### config.mk
export PLATFORM = sky130hd
export DESIGN_NAME = pending_encoder_8to3
export DESIGN_NICKNAME = d
export VERILOG_FILES = /design/src/rtl/pending_encoder_8to3_pkg.sv /design/src/rtl/pending_encoder_8to3_priority_pick8.sv /design/src/rtl/pending_encoder_8to3.sv
export SDC_FILE = /design/constraint.sdc
export NUM_CORES = 1
export LEC_CHECK = 0
export ABC_AREA = 1
export CAP_MARGIN = 0
export CORE_ASPECT_RATIO = 1.1
export CORE_UTILIZATION = 40
export CTS_CLUSTER_DIAMETER = 100
export CTS_CLUSTER_SIZE = 10
export DETAILED_ROUTE_END_ITERATION = 16
export MAX_ROUTING_LAYER = met4
export PLACE_DENSITY = 0.74
export SLEW_MARGIN = 20
export SYNTH_ARGS = -nofsm -noshare
export SYNTH_HDL_FRONTEND = slang
export SYNTH_SLANG_ARGS = --single-unit
### constraint.sdc
create_clock -name clk -period 1.6 [get_ports clk]
set_input_delay 0.24 -clock clk [delete_from_list [all_inputs] [get_ports clk]]
set_output_delay 0.24 -clock clk [all_outputs]
set_load 0.02 [all_outputs]
### src/rtl/pending_encoder_8to3_pkg.sv
// Shared types and constants for the pending request encoder.
// Imported by the picker and the top level.
package pending_encoder_8to3_pkg;

  typedef enum logic {
    IDLE,
    PRESENT
  } state_t;

  localparam int N_REQ = 8;
  localparam int IDX_W = 3;

  localparam logic [IDX_W-1:0] PTR_RST = 3'd7;

endpackage

### src/rtl/pending_encoder_8to3_priority_pick8.sv
// Find-first-set over an 8-bit vector, scanning upward from a start index.
// Rotate right by start, take the lowest set bit, then add start back.
module priority_pick8
  import pending_encoder_8to3_pkg::*;
(
  input  logic [N_REQ-1:0] vec,
  input  logic [IDX_W-1:0] start,
  output logic             found,
  output logic [IDX_W-1:0] idx
);

  logic [2*N_REQ-1:0] dbl;
  logic [N_REQ-1:0]   rot;
  logic [IDX_W-1:0]   ffs;

  always_comb begin
    dbl = {vec, vec} >> start;
    rot = dbl[N_REQ-1:0];
    ffs = '0;
    for (int i = N_REQ - 1; i >= 0; i--) begin
      if (rot[i]) ffs = IDX_W'(i);
    end
    found = |vec;
    idx   = ffs + start;
  end

endmodule

### src/rtl/pending_encoder_8to3.sv
// Collects one-hot requests into a pending set and streams them out
// one index at a time under a valid/ready handshake.
module pending_encoder_8to3
  import pending_encoder_8to3_pkg::*;
#(
  parameter bit ROUND_ROBIN = 1'b0
) (
  input  logic             clk,
  input  logic             reset,
  input  logic             Enable,
  input  logic [N_REQ-1:0] REQ,
  input  logic             READY,
  output logic [IDX_W-1:0] OUT,
  output logic             VALID,
  output logic [N_REQ-1:0] PENDING,
  output logic             OVERFLOW
);

  state_t             state;
  logic [N_REQ-1:0]   p;
  logic [IDX_W-1:0]   ptr;
  logic               hs;
  logic [N_REQ-1:0]   clr;
  logic [N_REQ-1:0]   req;
  logic [N_REQ-1:0]   cand;
  logic [IDX_W-1:0]   start;
  logic               found;
  logic [IDX_W-1:0]   pidx;

  assign hs   = VALID & READY;
  assign clr  = hs ? (N_REQ'(1) << OUT) : '0;
  assign req  = REQ & {N_REQ{Enable}};
  assign cand = p & ~clr;

  // In a handshake cycle the granted index is the new pointer.
  always_comb begin
    start = '0;
    if (ROUND_ROBIN) begin
      start = hs ? OUT + 3'd1 : ptr + 3'd1;
    end
  end

  priority_pick8 u_pick (
    .vec   (cand),
    .start (start),
    .found (found),
    .idx   (pidx)
  );

  always_ff @(posedge clk) begin
    if (reset) begin
      state    <= IDLE;
      p        <= '0;
      ptr      <= PTR_RST;
      OUT      <= '0;
      VALID    <= 1'b0;
      OVERFLOW <= 1'b0;
    end else begin
      p <= cand | req;
      if (|(req & cand)) OVERFLOW <= 1'b1;
      if (hs) ptr <= OUT;
      case (state)
        IDLE: begin
          if (found) begin
            OUT   <= pidx;
            VALID <= 1'b1;
            state <= PRESENT;
          end
        end
        PRESENT: begin
          if (hs) begin
            if (found) begin
              OUT <= pidx;
            end else begin
              VALID <= 1'b0;
              state <= IDLE;
            end
          end
        end
        default: state <= IDLE;
      endcase
    end
  end

  assign PENDING = p;

endmodule
==> results.md <==
* Leak Pwr at 0.518 nW
* Final setup violation count at 0
* Max incr delay on CP at between 0.6 and 0.7 ns
* Actual slew at the worst max-slew pin at 0.259 ns
* Design area at approximately 1100 um^2
* Max-slew violations at 0
* Final wirelength at between 1500 and 2000 um
* IO Pins at 25
* Most common cell after layout, fill and taps aside: nand2_1
* # Max-Cap Violations at 0
* Worst-path fanout max at 5
* Synth Cell Area at 752 um^2
* Die extent in x at approximately 43 um
* Area fraction of the dominant cell type after synthesis at a little under two fifths
* Worst hold slack at 0.285 ns
* Fraction of layout cells with a size suffix above 1 at between 20 and 30%
* Dominant cells by area after synthesis: dfxtp_1, nand2_1, a21oi_1
* Area delta synth->final at 52.6%
* Worst vdd ir at between 0.0005 and 0.0006 V
* Cell with the largest stage delay on the worst path: clkdlybuf4s50_1
* PwrDens at ~900 nW/um^2
* Starting DRT DRC Count at 14
* Die Ht at roughly 47 um
* CTS tree: built
* # fillers at 152
* DR vias/cell at just over 5
* Core box area at around 1800 um^2
* Clk Latency, worst-skew pair at ~0.29 ns
* Post-route clock period utilization at 97.4%
* Critical path class: reg2out
* Max Clk Rate at 642 MHz
* Pre-antenna DRT Iters at 4
* Sw frac at about 35%
* Routability cong. at 0.875
* Clock sinks at 14
* YS warnings at 0
* Vias at 804
* Number of synthesized register bits at 14
* Fin. Hold Viols at 0
* Post-synth top area cell: dfxtp_1
* GR Overflow Total at 0
* Crit path max-delay family: buffers and inverters
* Critical path capture point type: output port
* P_sw at 0.000362 W
* First-pass GRT wire length at approximately 3000 um
* Startpoint types: flip-flop
* Crit path required time at 1.36 ns
* Syn Inst Count at 104
* Syn Nets at 116
* Number of global-route vias before repair at 734
* CTS Buf Count at 3
* GRT Overall Usage at between 20% and 30%
* Starting Density at between 40% and 50%
* Port-buffer cells at 24
* Largest net degree at the start of global routing at 10
* Initial antenna violation count at 0
* Syn_area_per_cell at around 7.2 um^2
* Clock network power share at between 20% and 30%
* Clk slew on worst S/H paths at ~0.090 ns
* Arrival time worst endpoint at 1.32 ns
* Die area at around 2100 um^2
* HPWL after detailed placement at between 1000 and 1500 um
* Synth unique cells at 20
* Placed cell count at between 150 and 200
* Post-DP Area at 1080 um^2
* Htree depth at 1
* Hold WC Path Type: in2reg
* Clock skew at approximately 0.0056 ns
* Row count at 16
* Slew margin rel. at 82.7%
* Outcome: finished clean
* CTS Hold Buffers Added at 0
* Storage cell area at around 280 um^2
* Buffers & Inverters on Critical Path at 1
* Register area share after synthesis at 37.3%
* Post-CTS Setup Inserts at 0
* Seq pwr share at 39.9%
* Nets at ~150
* # diodes at 0
* DRT antenna net count at 0
* Multi-input gate area at 442 um^2
* CTS Buffer Depth at 2
* Tmin final at between 1.5 and 2 ns
* Root Buffer: clkbuf_4
* # resized after CTS at 0
* DR WL/cell at roughly 12 um
* DRC violations left at 0
* Gate power share at around 35%
* Int Power at 0.000684 W
* Commonest cells after routing, fill and taps aside: nand2_1, clkdlybuf4s50_1, dfxtp_1, a21oi_1, buf_4
* Crit-path cells: clkdlybuf4s50_1
* Non-filler cells, final at about 160
area by class of cell:
cell class                      instances  share of cell area, %
Multi-Input combinational cell         76                   38.5
Clock buffer                            4                   3.16
Tap cell                               18                   1.96
Inverter                               12                   3.93
Timing Repair Buffer                   34                   27.9
Sequential cell                        14                   24.5
layer usage:
metal / GRT usage [%] / up-vias / share of wire [%]
li1: - / 406 / -
met1: 23.1 / 367 / 44
met2: 36.7 / 26 / 49
met3: 4.53 / 5 / 4.8
met4: 10.6 / 0 / 2.7
met5: - / - / 0
synth_stat cells:
master / number
o221ai_1: 1
o21ai_2: 5
a21oi_1: 13
dfxtp_1: 14
inv_1: 9
nand3_1: 1
nand2_2: 6
inv_2: 3
nor3_1: 1
or2_2: 4
clkbuf_1: 2
o21ai_4: 2
o21bai_1: 1
o21ai_0: 4
nor2_2: 2
nand3_2: 1
nor2_4: 1
nor2_1: 7
nand2_4: 1
nand2_1: 26
kinds of logic after synthesis:
group	synth area share, %
simple gates	32.1
flops	37.3
compound gates	23.6
buf+inv	6.99
path summary, 6_finish.rpt:
path | from | to | slack (ns) | cells after the start
max | OUT[0]$_SDFFE_PP0P_ | OUT[0] | 0.04 | 1
min | READY | VALID$_SDFFE_PP0P_ | 0.29 | 4
max reg2reg | OUT[0]$_SDFFE_PP0P_ | OVERFLOW$_SDFFE_PP0P_ | 0.14 | 8
min reg2reg | VALID$_SDFFE_PP0P_ | VALID$_SDFFE_PP0P_ | 0.50 | 2
stage by stage:
stage | util [%] | TNS, ns | setup slack [ns] | power (W)
after floorplan | - | 0 | 0.115 | 0.000623
after detailed placement | 60.7 | -1.02 | -0.238 | 0.000774
final | 64.4 | 0 | 0.0412 | 0.00105
after CTS | 62.8 | 0 | 0.0380 | 0.00103
after global routing | 64.4 | -0.00345 | -0.00345 | 0.00110
after global placement | 60.7 | -0.950 | -0.216 | 0.000769
power groups by stage:
stage	clock, W	combinational [W]	sequential, W
after floorplan	0	0.000166	0.000457
after global routing	0.000289	0.000394	0.000421
after CTS	0.000264	0.000354	0.000415
final	0.000267	0.000362	0.000417
after detailed placement	0	0.000351	0.000423
after global placement	0	0.000348	0.000421
state kept, by name (all words and copies together), names as in the netlist:
name and count:
VALID 1, PENDING 8, OVERFLOW 1, OUT 3, state 1
No activity file was read; power rests on OpenSTA's default activity.
